### config.mk
export PLATFORM = sky130hd
export DESIGN_NAME = axis_acq_sequencer
export DESIGN_NICKNAME = d
export VERILOG_FILES = /design/src/rtl/axis_acq_sequencer.sv
export SDC_FILE = /design/constraint.sdc
export NUM_CORES = 1
export LEC_CHECK = 0
export ABC_AREA = 1
export CAP_MARGIN = 20
export CELL_PAD_IN_SITES_DETAIL_PLACEMENT = 1
export CELL_PAD_IN_SITES_GLOBAL_PLACEMENT = 1
export CORE_ASPECT_RATIO = 1.1
export CORE_MARGIN = 4
export CORE_UTILIZATION = 36
export DETAILED_ROUTE_END_ITERATION = 16
export PLACE_DENSITY_LB_ADDON = 0.1
export SYNTH_ARGS = -nofsm -noshare
export SYNTH_HDL_FRONTEND = slang
export SYNTH_SLANG_ARGS = --single-unit
### constraint.sdc
create_clock -name aclk -period 4.5 [get_ports aclk]
set_clock_uncertainty 0.1 [all_clocks]
set_input_delay 1.125 -clock aclk [delete_from_list [all_inputs] [get_ports aclk]]
set_output_delay 1.125 -clock aclk [all_outputs]
set_load 0.01 [all_outputs]
### src/rtl/axis_acq_sequencer.sv
// Acquisition sequencer for the circular-buffer capture chain: arm, pre-trigger fill, trigger, capture, done.
// Optional ACQ_TIMEOUT_EN adds cfg_timeout, which forces a trigger after a number of ARMED cycles.
module axis_acq_sequencer #(
    parameter int CNTR_WIDTH    = 32,
    parameter int TIMEOUT_WIDTH = 32
) (
    input  logic                  aclk,
    input  logic                  areset,
    input  logic [CNTR_WIDTH-1:0] cfg_pre,
    input  logic [CNTR_WIDTH-1:0] cfg_post,
`ifdef ACQ_TIMEOUT_EN
    input  logic [TIMEOUT_WIDTH-1:0] cfg_timeout,
`endif
    input  logic                  ctl_arm,
    input  logic                  ctl_abort,
    input  logic                  trig_in,
    input  logic                  mon_tvalid,
    input  logic                  mon_tready,
    input  logic                  mon_tlast,
    input  logic [CNTR_WIDTH-1:0] pkt_trigger_pos,
    output logic                  pkt_aresetn,
    output logic                  pkt_trigger,
    output logic [CNTR_WIDTH-1:0] pkt_cfg_data,
    output logic [2:0]            sts_state,
    output logic                  sts_busy,
    output logic                  sts_done,
    output logic                  sts_forced,
    output logic [CNTR_WIDTH-1:0] sts_start_pos
);

    typedef enum logic [2:0] {
        S_IDLE    = 3'd0,
        S_RESET   = 3'd1,
        S_PRETRIG = 3'd2,
        S_ARMED   = 3'd3,
        S_CAPTURE = 3'd4,
        S_DONE    = 3'd5
    } state_t;

    state_t                r_state;
    state_t                w_next;
    logic                  r_trig_d;
    logic                  r_rst_cnt;
    logic [CNTR_WIDTH-1:0] r_beat_cnt;
    logic [CNTR_WIDTH-1:0] r_pre;
    logic [CNTR_WIDTH-1:0] r_cfg_data;
    logic [CNTR_WIDTH-1:0] r_start_pos;
    logic                  r_pkt_aresetn;
    logic                  r_pkt_trigger;
    logic                  r_busy;
    logic                  r_done;

    logic                  w_beat;
    logic                  w_edge;
    logic                  w_arm_go;
    logic                  w_tmo_hit;
    logic [CNTR_WIDTH-1:0] w_beat_inc;

    assign w_beat     = mon_tvalid & mon_tready;
    assign w_edge     = trig_in & ~r_trig_d;
    assign w_beat_inc = r_beat_cnt + 1'b1;
    assign w_arm_go   = (w_next == S_RESET) && (r_state != S_RESET);

`ifdef ACQ_TIMEOUT_EN
    logic [TIMEOUT_WIDTH-1:0] r_tmo_cfg;
    logic [TIMEOUT_WIDTH-1:0] r_tmo_cnt;
    logic [TIMEOUT_WIDTH-1:0] w_tmo_inc;
    logic                     r_forced;

    assign w_tmo_inc = r_tmo_cnt + 1'b1;
    // A zero timeout disables forcing; the count tracks completed ARMED cycles.
    assign w_tmo_hit = (r_tmo_cfg != '0) && (w_tmo_inc == r_tmo_cfg);

    always_ff @(posedge aclk) begin
        if (areset) begin
            r_tmo_cfg <= '0;
            r_tmo_cnt <= '0;
            r_forced  <= 1'b0;
        end else begin
            if (w_arm_go) begin
                r_tmo_cfg <= cfg_timeout;
                r_forced  <= 1'b0;
            end
            if ((w_next == S_ARMED) && (r_state != S_ARMED)) begin
                r_tmo_cnt <= '0;
            end else if (r_state == S_ARMED) begin
                r_tmo_cnt <= w_tmo_inc;
            end
            if ((r_state == S_ARMED) && (w_next == S_CAPTURE) && !w_edge) begin
                r_forced <= 1'b1;
            end
        end
    end

    assign sts_forced = r_forced;
`else
    assign w_tmo_hit  = 1'b0;
    assign sts_forced = 1'b0;
`endif

    always_comb begin
        w_next = r_state;
        case (r_state)
            S_IDLE:    if (ctl_arm) w_next = S_RESET;
            S_RESET:   if (r_rst_cnt) w_next = S_PRETRIG;
            S_PRETRIG: if ((r_pre == '0) || (w_beat && (w_beat_inc == r_pre))) w_next = S_ARMED;
            S_ARMED:   if (w_edge || w_tmo_hit) w_next = S_CAPTURE;
            S_CAPTURE: if (w_beat && mon_tlast) w_next = S_DONE;
            S_DONE:    if (ctl_arm) w_next = S_RESET;
            default:   w_next = S_IDLE;
        endcase
        // Abort beats arm, tlast and trigger in every state.
        if (ctl_abort) begin
            w_next = S_IDLE;
        end
    end

    always_ff @(posedge aclk) begin
        if (areset) begin
            r_state       <= S_IDLE;
            r_trig_d      <= 1'b0;
            r_rst_cnt     <= 1'b0;
            r_beat_cnt    <= '0;
            r_pre         <= '0;
            r_cfg_data    <= '0;
            r_start_pos   <= '0;
            r_pkt_aresetn <= 1'b0;
            r_pkt_trigger <= 1'b0;
            r_busy        <= 1'b0;
            r_done        <= 1'b0;
        end else begin
            r_state       <= w_next;
            r_trig_d      <= trig_in;
            r_pkt_aresetn <= (w_next == S_PRETRIG) || (w_next == S_ARMED) ||
                             (w_next == S_CAPTURE) || (w_next == S_DONE);
            r_pkt_trigger <= (w_next == S_CAPTURE) || (w_next == S_DONE);
            r_busy        <= (w_next == S_RESET) || (w_next == S_PRETRIG) ||
                             (w_next == S_ARMED) || (w_next == S_CAPTURE);
            r_done        <= (w_next == S_DONE);

            if (w_arm_go) begin
                r_cfg_data <= cfg_post;
                r_pre      <= cfg_pre;
                r_rst_cnt  <= 1'b0;
                r_beat_cnt <= '0;
            end else if (r_state == S_RESET) begin
                r_rst_cnt  <= 1'b1;
                r_beat_cnt <= '0;
            end else if ((r_state == S_PRETRIG) && w_beat) begin
                r_beat_cnt <= w_beat_inc;
            end

            // First pre-trigger beat sits cfg_pre positions behind the trigger beat.
            if ((r_state == S_CAPTURE) && (w_next == S_DONE)) begin
                r_start_pos <= pkt_trigger_pos - r_pre;
            end
        end
    end

    assign sts_state     = r_state;
    assign pkt_aresetn   = r_pkt_aresetn;
    assign pkt_trigger   = r_pkt_trigger;
    assign pkt_cfg_data  = r_cfg_data;
    assign sts_busy      = r_busy;
    assign sts_done      = r_done;
    assign sts_start_pos = r_start_pos;

endmodule

# Word level (Yosys, flattened, before mapping)
# Cells that the tools add are included.
# Widths: inputs -> output; s select.
# totals
regBits,137
mem_bits_ro,0
input_bits,104
latchBits,0
wordCells,53
out_inout_bits,72
memories,0
ramBits,0
# op_classes
shift,0
n_lt_le_gt_ge,0
div,0
n_eq_ne,12
reduce_logical,18
add_sub_neg,2
n_mul,0
muxes,7
bitwise,3
# ops
op,n
$add 32x1->32 const B,1
$eq 32x32->1,1
$logic_not 32->1,1
$sub 32x32->32,1
$mux 3,6
$pmux 3 s5,1
$eq 3x2->1 const B,4
$eq 3x3->1 const B,4
$logic_or 1x1->1,8
$eq 3x1->1 const B,2
$logic_and 1x1->1,5
$reduce_or 2->1,2
$logic_not 3->1,1
$ne 3x1->1 const B,1
$reduce_or 3->1,1
$and 1x1->1,2
$not 1->1,1

# Depth between registers and ports, before layout
# depth
word_depth,11
ltp_mapped,23
mapped_depth_nobuf,22

# Worst setup path before layout
# OpenSTA, ideal clock, no wires.
# synth_path
path_type,input -> register
start,input pkt_trigger_pos[0]
end,register r_start_pos[26] (netlist: sts_start_pos[26])
arrival_time_ns,3.459
required_ns,4.287
path_slack_ns,0.828
n_path_buf,0
path_stages,19
setup_ns,0.113
path_cell_list,inv_1 ha_1 fa_1 inv_1 nand3_1 nand2_1 a21oi_1 o21ai_0 a21boi_0 o21ai_0 nand2_1 o21ai_0 nand2_1 nand2_1 nand2_1 nand2_1 nand2_1 nand2_1 nor2_1
# synth_between
elab_chain_cells,1
# synth_lines
element,line,rtl
start: declaration,20,"input logic [CNTR_WIDTH-1:0] pkt_trigger_pos,"
$sub 32x32->32,155,r_start_pos <= pkt_trigger_pos - r_pre;
end signal: assignment,155,
end: declaration,47,logic [CNTR_WIDTH-1:0] r_start_pos;
# Every way passes these cells.
# A chain may end at the register's enable or synchronous reset.

# Worst setup path in the final report
# Same ends and word-level chain as after synthesis.

==> key figures <==
Pwr
  – Clock share of power: 41.7%
  – Reg power frac: a little over a third
  – Worst supply voltage drop on vdd: 0.000251 V
  – Share of total power consumed by net switching: 30.2%
  – Net switching power figure: 1070 µW
  – Internal cell power: around 2500 µW
  – Comb pwr share: ~22%
  – P per Cell Area: around 310 mW/mm²
  – P_leak: between 0.005 and 0.006 µW

Finish
  – NumNets Final: about 1,700
  – Most frequent standard cell in the layout excluding fill and tap cells: sky130_fd_sc_hd__nand2_1
  – Area growth syn-to-layout: 29.6%
  – Most frequent cells in the layout: sky130_fd_sc_hd__nand2_1 (477), sky130_fd_sc_hd__nor2_1 (320), sky130_fd_sc_hd__clkdlybuf4s50_1 (174)
  – Combined area of the multi-input logic cells: 0.00510 mm²
  – Total of fill cells in the finished design: 3,202
  – ANT cells: 0
  – Fraction of layout instances using a drive strength above 1: 3.64%
  – Sequential cell area: between 0.002 and 0.003 mm²
  – Total non-filler cell area in the finished layout: between 0.01 and 0.015 mm²

Timing
  – Time the final worst path needs with I/O delays and setup: around 4.0 ns
  – RSZ-0062 raised after global routing: no
  – Setup TNS Final: 0 ns
  – Tightest slew margin relative to the limit: ~29%
  – Final setup violating endpoints: 0
  – Number of slew-limit violations in the final report: 0
  – Transition time of the tightest slew-check pin: between 1 and 1.5 ns
  – Final hold viol count: 0
  – Post-route fraction of the period consumed by the critical path: a little under 90%
  – Maximum achievable frequency: roughly 0.25 GHz

Logic synthesis
  – Fraction of synthesis flops using an asynchronous set or reset pin: 0%
  – Mean area per synthesized cell: 6.02 µm²
  – Net count of the mapped netlist: ~1,600
  – Portion of the post-synthesis area used by sequential elements: a little under a third
  – Mapped cell area: 0.00870 mm²
  – Gate count of the mapped netlist: 1,445
  – Count of state elements after synthesis: around 140
  – Distinct cell type count after synthesis: 46
  – Top_reg_cell synth: sky130_fd_sc_hd__dfxtp_1
  – Dominant cells by area after synthesis: sky130_fd_sc_hd__dfxtp_1 (32%), sky130_fd_sc_hd__nand2_1 (21%), sky130_fd_sc_hd__nor2_1 (14%), sky130_fd_sc_hd__inv_1 (6.9%), sky130_fd_sc_hd__ha_1 (4.6%)
  – Post-synth EDFFs: 0
  – Warning count from the yosys run: 0
  – Cell accounting for the most synthesized area: sky130_fd_sc_hd__dfxtp_1
  – Synth top area share: between 30% and 40%

Worst setup path
  – Arrival time at the worst endpoint: 4.24 ns
  – Worst R2R End: sts_start_pos[6]
  – Depth of the most critical reg-to-reg path: 22
  – Reg-to-Reg Start: r_beat_cnt[0]
  – Data required time of the critical path: between 4 and 5 ns
  – Setup Crit Path Kind: in -> reg
  – First element of the critical path: pkt_trigger_pos[0]
  – Crit path capture: sts_start_pos[26]
  – Critical Path Start Type: input pin
  – Crit path capture type: flip-flop
  – Setup slack, reg-to-reg: roughly 0.87 ns
  – Crit path max fanout: 3

Floorplan
  – Die Height: around 170 µm
  – Row count: 59
  – Area of the die: roughly 0.027 mm²
  – Number of ports placed on the die boundary: between 150 and 200
  – Initial core utilization: between 30% and 40%
  – Area of the core: around 0.024 mm²
  – Horiz. Die Dim: between 150 and 200 µm

CTS
  – Clock tree from TritonCTS: done
  – Post-CTS Setup Inserts: 0
  – Clock buffer count from CTS: 17
  – Total of hold buffers inserted after clock tree synthesis: 0
  – Clk sinks: roughly 140
  – Insertion delay of the later-clocked pin in the worst-skew pair: 0.43 ns
  – Clock slew at reported path FFs: 0.06 ns
  – Clock Tree Root: sky130_fd_sc_hd__clkbuf_16
  – H-tree depth reported by CTS: 4
  – Clock Tree Buf Depth: 2
  – Count of instances resized after the clock tree is built: 0

Routing
  – Initial detailed-routing violation count: ~290
  – Post-DR wirelength/cell: 15.1 µm
  – Drt via density: approximately 4.8
  – Remaining antenna violation count: 0
  – Total via count after detailed routing: 9,312
  – Detailed-route DRC error count: 0
  – Routed wire length: a little under 30,000 µm
  – DRT Pass-1 Iters: 4

Global route
  – Remaining global-route overflow: 0
  – Maximum number of pins on one net before global-route repair: 99
  – Via count of the first global-routing pass: 9,727
  – Initial antenna violation count: 0
  – First-pass GRT wire length: around 48,000 µm
  – Aggregate global-route resource usage: 22.0%

Placement
  – GPL Wtd Cong: ~0.90
  – Post-place instance area: roughly 0.011 mm²
  – Estimated wirelength of the detail-placed design: approximately 23,000 µm
  – Count of buffers inserted at the top-level ports: roughly 170

Outcome
  – Outcome: completed

Flow run
  – Maxcap violations: 0

Min path
  – Hold WC Path Type: reg -> reg
## cell type report
cell class / instances / area share [%]
Clock buffer: 19 / 3.84
Clock inverter: 13 / 1.50
Inverter: 161 / 5.37
Multi-Input combinational cell: 1105 / 45.2
Sequential cell: 137 / 24.3
Tap cell: 305 / 3.38
Timing Repair Buffer: 186 / 16.4
## power groups by stage
stage,Sequential (µW),Combinational (µW),Clock (µW)
3_3_place_gp,1320,757,0
5_1_grt,1310,870,1570
2_1_floorplan,1330,467,0
3_5_place_dp,1330,773,0
6_report,1300,769,1480
4_1_cts,1300,778,1510
## worst min path at each step
stage / cells after the start / slack, ns / end / from
2_1_floorplan: 2 / 0.34 / r_rst_cnt / r_rst_cnt
3_3_place_gp: 2 / 0.36 / r_rst_cnt / r_rst_cnt
5_1_grt: 2 / 0.41 / sts_start_pos[9] / sts_start_pos[9]
4_1_cts: 2 / 0.38 / r_rst_cnt / r_rst_cnt
3_5_place_dp: 2 / 0.37 / r_rst_cnt / r_rst_cnt
6_report: 2 / 0.38 / r_rst_cnt / r_rst_cnt
## synth_stat cells (2+ instances only)
cell / count
sky130_fd_sc_hd__nand3b_1: 3
sky130_fd_sc_hd__nor3_1: 8
sky130_fd_sc_hd__nand2_1: 477
sky130_fd_sc_hd__o21a_1: 2
sky130_fd_sc_hd__xnor3_1: 2
sky130_fd_sc_hd__nor4_1: 5
sky130_fd_sc_hd__xnor2_1: 16
sky130_fd_sc_hd__a21oi_1: 44
sky130_fd_sc_hd__nand3_1: 80
sky130_fd_sc_hd__buf_1: 3
sky130_fd_sc_hd__buf_6: 12
sky130_fd_sc_hd__ha_1: 32
sky130_fd_sc_hd__nor2_2: 4
sky130_fd_sc_hd__nor2_4: 4
sky130_fd_sc_hd__nand4_1: 11
sky130_fd_sc_hd__nand2_2: 3
sky130_fd_sc_hd__buf_2: 11
sky130_fd_sc_hd__a21boi_0: 2
sky130_fd_sc_hd__nand3_2: 2
sky130_fd_sc_hd__clkbuf_1: 15
sky130_fd_sc_hd__inv_1: 160
sky130_fd_sc_hd__a31oi_1: 6
sky130_fd_sc_hd__nor2_1: 320
sky130_fd_sc_hd__o21ai_0: 50
sky130_fd_sc_hd__xor2_1: 16
sky130_fd_sc_hd__dfxtp_1: 137
## layer usage
metal	vias up	part of all wire [%]	global-route usage [%]
met3	46	4.1	4.20
met5	-	0	0
met4	0	2.1	6.34
met1	4287	45	27.1
li1	4818	-	-
met2	161	48	39.2
## kinds of logic (layout without fill, tap and decap cells)
logic type	Yosys count	after routing	share of synthesized area, %
xor+xnor	34	34	3.74
simple gates	922	922	42.7
buf+inv	203	379	9.99
flops	137	137	31.5
other cells	1	1	0.0431
fa+ha+maj	33	33	4.83
compound gates	115	115	7.19
## worst max-delay path: stages
cell	delay (ns)
sky130_fd_sc_hd__clkdlybuf4s50_1	0.46
sky130_fd_sc_hd__inv_1	0.04
sky130_fd_sc_hd__ha_1	0.21
sky130_fd_sc_hd__fa_1	0.42
sky130_fd_sc_hd__inv_1	0.08
sky130_fd_sc_hd__nand3_1	0.06
sky130_fd_sc_hd__nand2_1	0.12
sky130_fd_sc_hd__a21oi_1	0.10
sky130_fd_sc_hd__o21ai_0	0.15
sky130_fd_sc_hd__buf_4	0.15
sky130_fd_sc_hd__a21boi_0	0.11
sky130_fd_sc_hd__o21ai_0	0.28
sky130_fd_sc_hd__nand2_1	0.15
sky130_fd_sc_hd__o21ai_0	0.29
sky130_fd_sc_hd__nand2_1	0.11
sky130_fd_sc_hd__nand2_1	0.07
sky130_fd_sc_hd__nand2_1	0.05
sky130_fd_sc_hd__nand2_1	0.06
sky130_fd_sc_hd__nand2_1	0.05
sky130_fd_sc_hd__nand2_1	0.09
sky130_fd_sc_hd__nor2_1	0.05
## stage by stage
stage          cells  worst slack [ns]  util, %  hold slack, ns  power, µW
6_report        1926             0.489     47.6           0.376       3550
3_5_place_dp    1894           0.00736     45.0           0.369       2100
5_1_grt         1926             0.108     47.6           0.413       3740
2_1_floorplan   1445             0.828        -           0.343       1790
3_3_place_gp    1894            0.0908     45.0           0.360       2080
4_1_cts         1926             0.458     47.6           0.378       3590
## state kept, by name (all words and copies together), names as in the netlist
signal	flops
pkt_cfg_data	32
r_beat_cnt	32
r_pre	32
sts_start_pos	32
sts_state	3
pkt_aresetn	1
pkt_trigger	1
r_rst_cnt	1
r_trig_d	1
sts_busy	1
sts_done	1
(Power assumes the default switching activity.)
